<file path="src/rtl/mux_seq_pkg.sv">
// Shared types and helpers for the mux source sequencer: FSM states, sizes and
// the valid-index search used when empty sources are skipped.
package mux_seq_pkg;

    typedef enum logic [1:0] {IDLE, SCAN, DONE} seq_state_t;

    localparam int NUM_SRC = 4;
    localparam int SEL_W   = 3;
    localparam int PASS_W  = 4;

    // Returns {wrapped, index} of the first valid source after cur, searching upward
    // and wrapping past the last source; wrapped=1 means the sweep crossed index 3.
    function automatic logic [2:0] next_valid_idx(input logic [NUM_SRC-1:0] valid,
                                                  input logic [1:0]         cur);
        logic [2:0] res;
        logic [2:0] j;
        logic       found;
        res   = {1'b1, cur};
        found = 1'b0;
        for (int i = 1; i <= NUM_SRC; i++) begin
            j = {1'b0, cur} + 3'(i);
            if (!found && valid[j[1:0]]) begin
                res   = j;
                found = 1'b1;
            end
        end
        return res;
    endfunction

endpackage

</file>
<file path="src/rtl/mux_src_regfile.sv">
// Four W-bit source registers with per-entry valid bits; clear and reset empty
// every entry, a write loads one entry and marks it valid.
module mux_src_regfile
    import mux_seq_pkg::*;
#(
    parameter int W = 1
) (
    input  logic               clk_i,
    input  logic               rst_i,
    input  logic               clr_i,
    input  logic               wr_en_i,
    input  logic [1:0]         wr_addr_i,
    input  logic [W-1:0]       wr_data_i,
    output logic [W-1:0]       src_o [NUM_SRC],
    output logic [NUM_SRC-1:0] valid_o
);

    logic [W-1:0]       src_q [NUM_SRC];
    logic [W-1:0]       src_d [NUM_SRC];
    logic [NUM_SRC-1:0] valid_q;
    logic [NUM_SRC-1:0] valid_d;

    always_comb begin
        src_d   = src_q;
        valid_d = valid_q;
        if (clr_i) begin
            for (int i = 0; i < NUM_SRC; i++) begin
                src_d[i] = '0;
            end
            valid_d = '0;
        end else if (wr_en_i) begin
            src_d[wr_addr_i]   = wr_data_i;
            valid_d[wr_addr_i] = 1'b1;
        end
    end

    always_ff @(posedge clk_i) begin
        if (rst_i) begin
            for (int i = 0; i < NUM_SRC; i++) begin
                src_q[i] <= '0;
            end
            valid_q <= '0;
        end else begin
            src_q   <= src_d;
            valid_q <= valid_d;
        end
    end

    assign src_o   = src_q;
    assign valid_o = valid_q;

endmodule

</file>
<file path="src/rtl/mux_src_sequencer.sv">
// Source registers plus select sequencer feeding the downstream 4:1 registered mux.
// Define SEL_SKIP_EMPTY_EN to make sweeps visit only sources that have been written.
module mux_src_sequencer
    import mux_seq_pkg::*;
#(
    parameter int W      = 1,
    parameter int PASSES = 1
) (
    input  logic             clk,
    input  logic             rst,
    input  logic             clr,
    input  logic             wr_en,
    input  logic [1:0]       wr_addr,
    input  logic [W-1:0]     wr_data,
    input  logic             start,
    input  logic             hold,
    output logic [SEL_W-1:0] state,
    output logic [W-1:0]     R0,
    output logic [W-1:0]     R1,
    output logic [W-1:0]     R2,
    output logic [W-1:0]     R3,
    output logic             busy,
    output logic             done,
    output logic             wr_err
);

    localparam logic [PASS_W-1:0] LAST_PASS = PASS_W'(PASSES - 1);

    seq_state_t         fsm_q, fsm_d;
    logic [1:0]         sel_q, sel_d;
    logic [PASS_W-1:0]  pass_q, pass_d;
    logic               wr_err_q, wr_err_d;
    logic [W-1:0]       src [NUM_SRC];
    logic [NUM_SRC-1:0] valid;
    logic [1:0]         first_sel;
    logic               start_empty;
    logic [2:0]         next_idx;

    mux_src_regfile #(.W(W)) u_regfile (
        .clk_i     (clk),
        .rst_i     (rst),
        .clr_i     (clr),
        .wr_en_i   (wr_en && (fsm_q != SCAN)),
        .wr_addr_i (wr_addr),
        .wr_data_i (wr_data),
        .src_o     (src),
        .valid_o   (valid)
    );

`ifdef SEL_SKIP_EMPTY_EN
    logic [NUM_SRC-1:0] valid_at_start;
    logic               first_unused;

    // A write in the start cycle counts as valid so the new source is swept.
    always_comb begin
        valid_at_start = valid;
        if (wr_en) begin
            valid_at_start[wr_addr] = 1'b1;
        end
    end

    assign {first_unused, first_sel} = next_valid_idx(valid_at_start, 2'd3);
    assign start_empty               = (valid_at_start == '0);
    assign next_idx                  = next_valid_idx(valid, sel_q);
`else
    logic valid_unused;

    assign first_sel    = 2'd0;
    assign start_empty  = 1'b0;
    assign next_idx     = {sel_q == 2'd3, sel_q + 2'd1};
    assign valid_unused = ^valid;
`endif

    // next_idx[2] marks the end of a pass; the last pass ends the sweep.
    always_comb begin
        fsm_d    = fsm_q;
        sel_d    = sel_q;
        pass_d   = pass_q;
        wr_err_d = wr_en && (fsm_q == SCAN);
        case (fsm_q)
            IDLE: begin
                if (start) begin
                    pass_d = '0;
                    if (start_empty) begin
                        fsm_d = DONE;
                        sel_d = 2'd0;
                    end else begin
                        fsm_d = SCAN;
                        sel_d = first_sel;
                    end
                end
            end
            SCAN: begin
                if (!hold) begin
                    sel_d = next_idx[1:0];
                    if (next_idx[2]) begin
                        pass_d = pass_q + PASS_W'(1);
                        if (pass_q == LAST_PASS) begin
                            fsm_d = DONE;
                            sel_d = 2'd0;
                        end
                    end
                end
            end
            DONE: begin
                fsm_d = IDLE;
                sel_d = 2'd0;
            end
            default: begin
                fsm_d = IDLE;
                sel_d = 2'd0;
            end
        endcase
    end

    always_ff @(posedge clk) begin
        if (rst || clr) begin
            fsm_q    <= IDLE;
            sel_q    <= 2'd0;
            pass_q   <= '0;
            wr_err_q <= 1'b0;
        end else begin
            fsm_q    <= fsm_d;
            sel_q    <= sel_d;
            pass_q   <= pass_d;
            wr_err_q <= wr_err_d;
        end
    end

    assign state  = {{(SEL_W-2){1'b0}}, sel_q};
    assign R0     = src[0];
    assign R1     = src[1];
    assign R2     = src[2];
    assign R3     = src[3];
    assign busy   = (fsm_q == SCAN);
    assign done   = (fsm_q == DONE);
    assign wr_err = wr_err_q;

endmodule

</file>
<file path="config.mk">
export PLATFORM = sky130hd
export DESIGN_NAME = mux_src_sequencer
export DESIGN_NICKNAME = d
export VERILOG_FILES = /design/src/rtl/mux_seq_pkg.sv /design/src/rtl/mux_src_regfile.sv /design/src/rtl/mux_src_sequencer.sv
export SDC_FILE = /design/constraint.sdc
export NUM_CORES = 1
export LEC_CHECK = 0
export CAP_MARGIN = 10
export CORE_MARGIN = 10
export CORE_UTILIZATION = 48
export CTS_CLUSTER_SIZE = 24
export DETAILED_ROUTE_END_ITERATION = 10
export HOLD_SLACK_MARGIN = 0.1
export PLACE_DENSITY_LB_ADDON = 0.1
export SLEW_MARGIN = 20
export SYNTH_ARGS = -nofsm -noshare
export SYNTH_HDL_FRONTEND = slang
export SYNTH_SLANG_ARGS = --single-unit
</file>
<file path="constraint.sdc">
create_clock -name clk -period 2.89 [get_ports clk]
set_clock_uncertainty 0.1 [all_clocks]
set_input_delay 0.578 -clock clk [delete_from_list [all_inputs] [get_ports clk]]
set_output_delay 0.578 -clock clk [all_outputs]
set_load 0.02 [all_outputs]
</file>
==> impl_metrics.ini <==
[setup_path]
r2r_slack_ps = 1280
crit_path_end = busy
crit_cells = 3
regToRegStartpoint = fsm_q[1]
slowest_delay_ps = 560
crit_fanout = 12
r2r-end = u_regfile.src_o[1]
required_ps = 2210
worstPathArrival_ps = 1750
slowest_stage = dfxtp_1
path_class = flip-flop to output port
crit_buf_inv = 2
path_cells = nand2b_1 > inv_2 > clkdlybuf4s50_1
worst_setup_path_end_kind = output port
path_delay_family = buffers and inverters
crit_start = fsm_q[1]
reg2reg_depth = 5
start_kind = flip-flop

[cts]
htree_num_levels = 1
root_buffer = clkbuf_4
cts_resized = 0
cts_hold_buf = 0
clock_latency_ps = 280
clkTransAtPathRegs_ps = 80
clkSinkCount = 13
post_cts_buffers = 0
cts_inserted_buffers = 3
cts_tree = yes
cts_buffer_depth = 2

[global_route]
grtUsageTotal_pct = 9.92
overflow = 0
antenna_found_initial = 0
grt_pass1_wl_microns = 2550
grt_pass1_vias = 550
grt_max_degree = 13

[cells_and_area]
drive_above_1_share_pct = 9.47
n_fill_cell = 115
antenna_cells = 0
areaGrowthSynthToFinish_pct = 28.1
final_common_cell = clkdlybuf4s50_1
nets = 108
multiInputGateArea_sq_um = 372
seqCellArea_sq_um = 260
final_cell_mix = clkdlybuf4s50_1 (17), dfxtp_1 (13), nor2_1 (8), a21oi_1 (8)

[drt]
routed_via_density = 5.35
postRouteAntennaNets = 0
drtIter0Drc = 18
drt-pass1-iter-count = 4
drc = 0
num_vias = 589
wl_met3_microns = 110
dr_wl_met2_microns = 717
routed_wl_microns = 1570
routed.top_layer = met4
post_drt_wl_per_cell_microns = 14.3
met1_length_microns = 703

[worst_hold_path]
hold_class = flip-flop to flip-flop

[yosys]
synth_area_per_cell_sq_um = 8.68
synth_adder_area_share_pct = 5.55
synth_top_area_share_pct = 38.4
ys_ff_latch = 13
syn_inst = 78
async_reset_ff_share_pct = 0
synthSimpleGateAreaFrac_pct = 30.1
ys_warn_count = 0
synth_compound_area_share_pct = 12.8
yosysTopAreaCell = dfxtp_1
synth_area_leaders = dfxtp_1 (38%), a21oi_1 (5.9%), mux2i_1 (5.9%), ha_1 (5.5%), nor2_1 (4.4%)
syn_nets = 90
synth_area_sq_um = 677
synth.distinct_cells = 33
synth_edf_count = 0
synth_mux_area_share_pct = 5.91
synth_top_flop_cell = dfxtp_1
synth_xor_area_share_pct = 0
synth_top_family_by_area = simple AND/OR/NAND/NOR gates
synth_seq_area_share_pct = 38.4

[status]
status = finished, final reports clean

[place]
io_buffers = 17
hpwl_microns = 1200
routabilityCongestion = 0.755

[sta]
timing.hold.ws_ps = 378
fin_crit_ps = 2430
hold_viol_final = 0
finalSetupViolCount = 0
drv_slew = 0
min_period_over_period_pct = 84.1
fmax_ghz = 0.412
rsz0062_at_grt = false
setup_tns_ps = 0

[pwr]
power_density_nw_per_um2 = 388
power.leakage_nw = 0.332
peakVddDrop_uv = 273

[die]
core_area_sq_um = 1320
dieArea_sq_um = 3310
start_util_pct = 51.4
die_w_microns = 57.6
io_pins = 19
num_rows = 13
die_h_microns = 57.6

[job]
max_cap_violations = 0
## through the flow
step	instances	setup WS [ps]	utilization, %	total power [W]	cell area, sq um
2_1_floorplan	78	1240	-	0.000211	677
3_3_place_gp	106	756	63.7	0.000229	840
3_5_place_dp	106	754	63.7	0.000230	840
4_1_cts	110	449	65.8	0.000341	867
5_1_grt	110	335	65.8	0.000352	867
6_report	110	460	65.8	0.000337	867
## kinds of logic after synthesis
| family | count (synthesis) |
|---|---|
| adders and majority gates | 3 |
| buffers and inverters | 9 |
| other | 1 |
| DFF | 13 |
| muxes | 4 |
| and+or+nand+nor | 33 |
| AOI/OAI and AO/OA | 15 |
## worst reg2reg max path, delay by kind of cell (launching register included)
family / cells / cell delay [ps]
buffers and inverters: 1 / 80
DFF: 1 / 560
muxes: 1 / 210
and+or+nand+nor: 3 / 560
## power by group
part | total (W) | switching [W] | internal, W
Combinational | 0.0000428 | 0.0000214 | 0.0000214
Sequential | 0.000183 | 0.00000235 | 0.000181
Clock | 0.000111 | 0.0000594 | 0.0000515
## metal layers
layer,global-route usage [%],vias up
met5,0,-
met4,7.05,0
met3,5.53,5
met2,14.7,9
met1,10.3,263
li1,-,312
## how the worst min path moves through the flow
stage | slack (ps) | endpoint | from | depth (start not counted)
after floorplan | 330 | pass_q[3] | pass_q[3] | 1
after global placement | 380 | pass_q[3] | pass_q[3] | 1
after detailed placement | 370 | pass_q[3] | pass_q[3] | 1
after CTS | 380 | pass_q[3] | pass_q[3] | 1
after global routing | 390 | pass_q[3] | pass_q[3] | 1
final | 380 | pass_q[3] | pass_q[3] | 1
## final cells by class
class,instances,share of cell area (%)
Tap cell,15,2.16
Clock buffer,3,2.60
Clock inverter,1,0.577
Inverter,5,2.16
Sequential cell,13,30.0
Timing Repair Buffer,17,19.6
Multi-Input combinational cell,56,42.9
## Yosys cell counts (all sizes together), types with 2 or more instances
cell type   n
dfxtp      13
a21oi       8
nor2        8
inv         5
nor3        5
mux2i       4
nand3       4
ha          3
o21ai       3
a211oi      2
buf         2
clkbuf      2
nand2       2
nand2b      2
nor2b       2
nor4        2
## sequential cells by signal, summed over array words and instances (netlist names)
signal / flops
sel_q: 2
u_regfile.src_o: 4
fsm_q: 2
pass_q: 4
wr_err: 1
Note: power is estimated with default switching activity, not from simulation.
